File: src/rtl/sw_reader_if.sv
// Register read port of the switch reader: single-cycle strobe in, registered ack/data out,
// plus the level interrupt raised by pending edge flags.
interface sw_reader_if;
  logic        rd_req;
  logic [1:0]  rd_addr;
  logic [31:0] rd_data;
  logic        rd_ack;
  logic        irq;

  modport master (output rd_req, rd_addr, input rd_data, rd_ack, irq);
  modport slave  (input rd_req, rd_addr, output rd_data, rd_ack, irq);
endinterface

File: src/rtl/sw_reader.sv
// Debounced board-switch reader: per-switch synchronizer + debounce counter, sticky
// rise/fall flags with read-to-clear, 16-bit change counter, and a 1-cycle read port.

module sw_debounce #(
  parameter int DEBOUNCE_CYCLES = 50000
) (
  input  logic clk,
  input  logic reset,
  input  logic sw,
  output logic stable,
  output logic fire
);
  localparam logic [15:0] CNT_MAX = 16'(DEBOUNCE_CYCLES - 1);

  logic [1:0]  sync_q;
  logic [15:0] cnt;
  logic        sync;

  assign sync = sync_q[1];
  // The new level is accepted on the cycle the counter has already seen DEBOUNCE_CYCLES-1 mismatches.
  assign fire = (sync != stable) && (cnt == CNT_MAX);

  always_ff @(posedge clk) begin
    if (reset) begin
      sync_q <= '0;
      cnt    <= '0;
      stable <= 1'b0;
    end else begin
      sync_q <= {sync_q[0], sw};
      if (sync == stable) begin
        cnt <= '0;
      end else if (fire) begin
        stable <= sync;
        cnt    <= '0;
      end else begin
        cnt <= cnt + 16'd1;
      end
    end
  end
endmodule

module sw_reader #(
  parameter int N_SW            = 4,
  parameter int DEBOUNCE_CYCLES = 50000
) (
  input  logic            clk,
  input  logic            reset,
  input  logic [N_SW-1:0] sw,
  sw_reader_if.slave      bus
);
  logic [N_SW-1:0] stable, fire;
  logic [N_SW-1:0] rise_q, fall_q, rise_d, fall_d;
  logic [15:0]     chg_cnt, n_fire;
  logic [31:0]     rd_mux;
  logic            rd_rise, rd_fall;
  logic [1:0]      vld_pipe;

  for (genvar i = 0; i < N_SW; i++) begin : g_lane
    sw_debounce #(.DEBOUNCE_CYCLES(DEBOUNCE_CYCLES)) u_db (
      .clk    (clk),
      .reset  (reset),
      .sw     (sw[i]),
      .stable (stable[i]),
      .fire   (fire[i])
    );
  end

  always_comb begin
    n_fire = '0;
    for (int i = 0; i < N_SW; i++) n_fire = n_fire + 16'(fire[i]);
  end

  assign rd_rise = bus.rd_req && (bus.rd_addr == 2'd1);
  assign rd_fall = bus.rd_req && (bus.rd_addr == 2'd2);

  // Clear happens at the same edge that returns the old value; a simultaneous event survives.
  assign rise_d = (rd_rise ? '0 : rise_q) | (fire & ~stable);
  assign fall_d = (rd_fall ? '0 : fall_q) | (fire &  stable);

  always_comb begin
    rd_mux = '0;
    case (bus.rd_addr)
      2'd0:    rd_mux = 32'(stable);
      2'd1:    rd_mux = 32'(rise_q);
      2'd2:    rd_mux = 32'(fall_q);
      default: rd_mux = 32'(chg_cnt);
    endcase
  end

  assign vld_pipe[0] = bus.rd_req;
  assign bus.rd_ack  = vld_pipe[1];

  always_ff @(posedge clk) begin
    if (reset) begin
      rise_q      <= '0;
      fall_q      <= '0;
      chg_cnt     <= '0;
      bus.irq     <= 1'b0;
      vld_pipe[1] <= 1'b0;
      bus.rd_data <= '0;
    end else begin
      rise_q      <= rise_d;
      fall_q      <= fall_d;
      chg_cnt     <= chg_cnt + n_fire;
      bus.irq     <= |{rise_d, fall_d};
      vld_pipe[1] <= vld_pipe[0];
      bus.rd_data <= vld_pipe[0] ? rd_mux : '0;
    end
  end
endmodule

File: src/flat_wrapper.sv
// flat-port wrapper written by rule: the top's interface ports become plain ports
module sw_reader_flat 
#(
  parameter int N_SW            = 4,
  parameter int DEBOUNCE_CYCLES = 50000
)
  (clk, reset, sw, bus_rd_req, bus_rd_addr, bus_rd_data, bus_rd_ack, bus_irq);
  sw_reader_if bus_i ();
  input  logic clk;
  input  logic reset;
  input  logic [N_SW-1:0] sw;
  input wire logic [$bits(bus_i.rd_req)-1:0] bus_rd_req;
  input wire logic [$bits(bus_i.rd_addr)-1:0] bus_rd_addr;
  output wire logic [$bits(bus_i.rd_data)-1:0] bus_rd_data;
  output wire logic [$bits(bus_i.rd_ack)-1:0] bus_rd_ack;
  output wire logic [$bits(bus_i.irq)-1:0] bus_irq;
  assign bus_i.rd_req = bus_rd_req;
  assign bus_i.rd_addr = bus_rd_addr;
  assign bus_rd_data = bus_i.rd_data;
  assign bus_rd_ack = bus_i.rd_ack;
  assign bus_irq = bus_i.irq;
  sw_reader #(.N_SW(N_SW), .DEBOUNCE_CYCLES(DEBOUNCE_CYCLES)) u_core (.clk(clk), .reset(reset), .sw(sw), .bus(bus_i));
endmodule
File: config.mk
export PLATFORM = sky130hd
export DESIGN_NAME = sw_reader_flat
export DESIGN_NICKNAME = d
export VERILOG_FILES = /design/src/rtl/sw_reader_if.sv /design/src/rtl/sw_reader.sv /design/src/flat_wrapper.sv
export SDC_FILE = /design/constraint.sdc
export NUM_CORES = 1
export LEC_CHECK = 0
export CORE_UTILIZATION = 39
export CTS_BUF_LIST = sky130_fd_sc_hd__clkbuf_2
export DETAILED_ROUTE_END_ITERATION = 6
export PLACE_DENSITY = 0.58
export SETUP_SLACK_MARGIN = 0.3
export SYNTH_ARGS = -nofsm -noshare
export SYNTH_HDL_FRONTEND = slang
export SYNTH_HIERARCHICAL = 1
export SYNTH_SLANG_ARGS = --single-unit
File: constraint.sdc
create_clock -name clk -period 9.2 [get_ports clk]
set_clock_uncertainty 0.05 [all_clocks]
set_input_delay 1.84 -clock clk [delete_from_list [all_inputs] [get_ports clk]]
set_output_delay 1.84 -clock clk [all_outputs]
set_load 0.01 [all_outputs]
Word level (Yosys, flattened, before mapping)
Index checks and enable logic that the tools add are counted.
{ "totals": {"ff_bits": 134, "inputBits": 9, "output_inout_bits": 34, "wordCells": 70} }
{ "op_classes": {"n_addsub": 8, "eq_ne": 14, "mux": 3, "n_bitwise": 10, "n_reduce_logical": 17} }
{ "ops": {"columns": ["op", "n"], "rows": [
  ["16-bit by 1-bit adder with 16-bit output, second input constant", 4],
  ["16-bit == test, second input constant", 4],
  ["16-bit case mux with 3 select lines", 1],
  ["16-bit by 1-bit adder with 16-bit output", 2],
  ["16-bit adder", 1],
  ["3-bit OR reduction", 4],
  ["4-bit bitwise AND", 2],
  ["4-bit two-way mux", 2],
  ["4-bit bitwise OR", 2],
  ["2-bit AND reduction", 4],
  ["8-bit OR reduction", 1],
  ["1-bit logical AND", 6],
  ["1-bit inverter", 5],
  ["1-bit == test", 4],
  ["1-bit != test", 4],
  ["4-bit inverter", 1],
  ["1-bit by 1-bit adder with 2-bit output", 1],
  ["2-bit by 1-bit == test with 1-bit output, second input constant", 1],
  ["2-bit == test, second input constant", 1],
  ["2-bit logical NOT", 1],
  ["2-bit OR reduction", 1]
]} }

Longest topological paths before layout
{ "logic_depth": {"depth_word": 6, "depth_mapped": 13} }

Hierarchy
The synthesis kept the hierarchy.
{ "by_module_without_submodules": {"columns": ["module", "n_inst", "cells_each", "area_each_um2"], "rows": [
  ["sw_debounce", 4, 95, 840.8],
  ["sw_reader", 1, 176, 1783.0]
]} }

Worst setup path before layout
No wires, ideal clock.
{ "synth_timing": {"path_type": "reg-to-reg", "from": "reg u_core.g_lane[0].u_db.cnt[4]", "to": "reg u_core.chg_cnt[14]", "setup_ns": 0.071, "t_arrival_ns": 3.518, "setup_slack_ns": 5.561, "stages_incl_launch_ff": 13, "n_path_buf": 0, "synth_period_minus_slack_ns": 3.639, "cell_sequence": "dfxtp_1 -> or4b_4 -> or4_4 -> nor3_1 -> fa_1 -> inv_1 -> fa_1 -> inv_1 -> fa_1 -> and2_1 -> nand3_1 -> or3_2 -> a21oi_1"} }
{ "synth_between": {"elab_chain_len": 6} }
{ "synth_lines": {"columns": ["item", "line_no", "source"], "rows": [
  ["start: declaration", "sw_reader.sv:16", "logic [15:0] cnt;"],
  ["start signal: assignment", "sw_reader.sv:36", "cnt <= cnt + 16'd1;"],
  ["16-bit == test", "sw_reader.sv:21", "assign fire = (sync != stable) && (cnt == CNT_MAX);"],
  ["1-bit logical AND", "sw_reader.sv:21", null],
  ["via u_core.fire[0]", "sw_reader.sv:51", "logic [N_SW-1:0] stable, fire;"],
  ["1-bit by 1-bit adder with 2-bit output", "sw_reader.sv:70", "for (int i = 0; i < N_SW; i++) n_fire = n_fire + 16'(fire[i]);"],
  ["16-bit by 1-bit adder with 16-bit output (2 in series)", "sw_reader.sv:70", null],
  ["16-bit adder", "sw_reader.sv:104", "chg_cnt <= chg_cnt + n_fire;"],
  ["end signal: assignment", "sw_reader.sv:104", null],
  ["end: declaration", "sw_reader.sv:53", "logic [15:0] chg_cnt, n_fire;"]
]} }
The timed path passes the listed nets, and every way through them passes these cells.
A chain may end at the register's enable or synchronous reset.

Worst setup path after layout
{ "layout_timing": {"from": "reg u_core.g_lane[3].u_db.cnt[4]", "to": "reg u_core.chg_cnt[14]"} }
{ "layout_between": {"elab_chain_len": 4} }
{ "layout_lines": {"columns": ["item", "line_no"], "rows": [
  ["start: declaration", "sw_reader.sv:16"],
  ["start signal: assignment", "sw_reader.sv:36"],
  ["16-bit == test", "sw_reader.sv:21"],
  ["1-bit logical AND", "sw_reader.sv:21"],
  ["via u_core.fire[3]", "sw_reader.sv:51"],
  ["16-bit by 1-bit adder with 16-bit output", "sw_reader.sv:70"],
  ["16-bit adder", "sw_reader.sv:104"]
]} }
The timed path passes the listed nets, and every way through them passes these cells.

==> out/results.ini <==
[place]
hpwl_um=6343
dp.cells=739
gp_congestion=0.8486
port_buffers=26

[sta]
rsz0062_at_grt=false
fmax_mhz=250.0
max_slew_margin_pct=41.07
setup_viol=0
layout_min_cycle_time_ns=4.000
maxSlewViolCount=0
hold_viol=0
worst_pin_slew_ns=0.8840
period_share_pct=43.48
tns_ns=0

[route]
drt-total-wl_um=9054
postRouteAntennaNets=0
post_drt_wl_per_cell_um=11.74
vias_per_cell=4.861
drc=0
drt_iter0_markers=227
first_pass_iters=4
vias=3748

[global_route]
grt_pass1_wl_um=16030
grt_pass1_vias=3573
grt_antenna_before_repair=0
grt-ovfl-total=0
grt_max_degree=47
grt_use_total_pct=15.17

[floorplanning]
chipWidth_um=116.9
start_util_pct=40.45
core_um2=12720
ios=43
num_rows=41
dieArea_um2=13660
die_y_um=116.9

[power]
worst_ir_drop_vdd_v=0.0001081
power_w=0.0008672
power_density_nw_per_um2=152.3
leakage_nw=1.780

[critical_path]
slowest_stage=or4b_4
critPathArrivalTime_ns=4.53
crit_path_start=u_core/g_lane[3].u_db/cnt[4]
crit_path_end_kind=flip-flop
cp_cell_sequence=or4b_4 -> or4_4 -> nor3_1 -> fa_1 -> inv_1 -> fa_1 -> inv_1 -> fa_1 -> and2_1 -> nand3_1 -> or3_2 -> a21oi_1
critPathLaunchType=flip-flop
r2r_end=u_core/chg_cnt[14]
r2r_slack_ns=5.20
r2r-start=u_core/g_lane[3].u_db/cnt[4]
crit_family=simple AND/OR/NAND/NOR gates
cp_num_cells=12
critPathKind=flip-flop to flip-flop
cpPeakStageDelay_ns=0.55
path_buf_inv=2
crit_required_ns=9.73
worstRegToRegCells=12
crit_path_frequent_cell=fa_1
endpoint=u_core/chg_cnt[14]
crit_fanout=5

[layout]
finalNonFillerCells=771
nets=603
syn_to_final_growth_pct=10.62
drive_above_1_share_pct=8.514
antennaDiodeCount=0

[yosys]
synth_edf_count=0
postSynthCellCount=556
netlist_top_cells_count=dfxtp_1 (118), nor2_1 (94), xnor2_1 (57)
yosysMostFrequentCell=dfxtp_1
synth_top_cell_by_area=dfxtp_1
synthArstFlopShare_pct=0
yosysWarnings=6
synthTopCellsByArea=dfxtp_1 (46%), xnor2_1 (9.7%), nor2_1 (6.9%)
synth_top_area_share_pct=45.90
synthesis.area_um2=5146
avgSynthCellArea_um2=9.256
synth.distinct_cells=41
synth_ff_type=dfxtp_1
seq_area_frac_synth_pct=45.90
yosys_register_bits=118

[clocking]
clockBufferDepth=2
numCtsBuffers=17
path_clk_slew_ns=0.17
postCtsHoldBufs=0
cts.sinks=118
cts_tree=built
cts_root_buf=clkbuf_2
post-cts-setup-buffers=0
cts_resized=0
clk_latency_ns=0.65
htreeDepth=4

[hold_path]
hp-class=flip-flop to flip-flop

[status]
status=complete, no violations

[flow_run]
maxCapViolCount=0

[cells in the final DEF (no fill, tap or decap), drive strengths merged]
master,instances
nor3,29
buf,1
a2bb2oi,1
xnor2,57
o31ai,1
nand4,23
ha,5
nor2,94
o2111ai,1
inv,26
nand2b,5
nand3b,2
a21oi,13
dfxtp,118
and4,2
clkinvlp,1
nand3,27
mux4,4
o21ai,15
xor2,11
a22oi,4
conb,16
and2,17
bufinv,3
nor2b,13
nor4,20
fa,3
a41oi,1
and3,2
or4b,4
or4,5
clkinv,8
or3,9
clkbuf,20
nand2,13
clkdlybuf4s50,25
[sequential cells by signal (all words and copies together), names as in the netlist]
name                       flops
u_core/bus.irq                 1
u_core/bus.rd_ack              1
u_core/bus.rd_data            16
u_core/chg_cnt                16
u_core/fall_q                  4
u_core/g_lane.u_db/cnt        64
u_core/g_lane.u_db/stable      4
u_core/g_lane.u_db/sync_q      8
u_core/rise_q                  4
[worst register-to-register path: cells and delay by family, from the launching register on]
family / cells / cell delay [ns]
AO/OA/AOI/OAI: 1 / 0.14
flip-flops: 1 / 0.38
AND/OR/NAND/NOR: 6 / 2.38
buffers and inverters: 2 / 0.13
adder cells (fa/ha/maj): 3 / 0.85
[layer usage]
metal	wire (µm)	up-vias	GRT usage, %
met3	471	12	5.407
met4	163	0	6.835
met1	4408	1723	19.27
li1	-	1932	-
met2	4011	81	23.16
met5	0	-	0
[per-stage QoR]
| stage | util (%) | hold slack [ns] | area [µm²] | setup WS (ns) |
|---|---|---|---|---|
| after floorplan | - | 0.3638 | 5202 | 5.561 |
| after global routing | 44.75 | 0.3973 | 5693 | 4.955 |
| after global placement | 42.90 | 0.3734 | 5458 | 5.347 |
| after detailed placement | 42.90 | 0.3712 | 5458 | 5.236 |
| after CTS | 44.75 | 0.4022 | 5693 | 5.188 |
| final | 44.75 | 0.3973 | 5693 | 5.200 |
[cell families (layout without fill, tap and decap cells)]
logic type / after synthesis / after routing / synth area share (%)
AO/OA/AOI/OAI: 36 / 36 / 5.179
AND/OR/NAND/NOR: 265 / 265 / 26.99
XOR/XNOR: 68 / 68 / 11.57
flip-flops: 118 / 118 / 45.90
other: 1 / 16 / 0.07287
buffers and inverters: 56 / 84 / 6.078
adder cells (fa/ha/maj): 8 / 8 / 2.383
multiplexers: 4 / 4 / 1.823
[worst min path at each step]
stage	startpoint	cells past startpoint	slack, ns	end
global placement	u_core/g_lane[1].u_db/sync_q[0]	1	0.37	u_core/g_lane[1].u_db/sync_q[1]
floorplan	u_core/g_lane[0].u_db/sync_q[0]	1	0.36	u_core/g_lane[0].u_db/sync_q[1]
CTS	u_core/g_lane[1].u_db/sync_q[0]	1	0.40	u_core/g_lane[1].u_db/sync_q[1]
global route	u_core/g_lane[1].u_db/sync_q[0]	1	0.40	u_core/g_lane[1].u_db/sync_q[1]
finish	u_core/g_lane[1].u_db/sync_q[0]	1	0.40	u_core/g_lane[1].u_db/sync_q[1]
detailed placement	u_core/g_lane[0].u_db/sync_q[0]	1	0.37	u_core/g_lane[0].u_db/sync_q[1]
[layout make-up]
type                       count  area [µm²]
clock buffer                  20       100.1
clock inverter                12       135.1
fill                        1302        7029
inverter                      26       97.59
multi-input combinational    397        2527
sequential                   118        2362
tap                          172       215.2
timing repair buffer          26       255.2
[report_power, final]
group          internal (W)  leakage, nW  total (W)  switching [W]
registers          0.000514        0.952   0.000515     0.00000127
clock network      0.000150        0.152   0.000333       0.000183
logic            0.00000637        0.676  0.0000192      0.0000128
No activity file was read; power rests on OpenSTA's default activity.
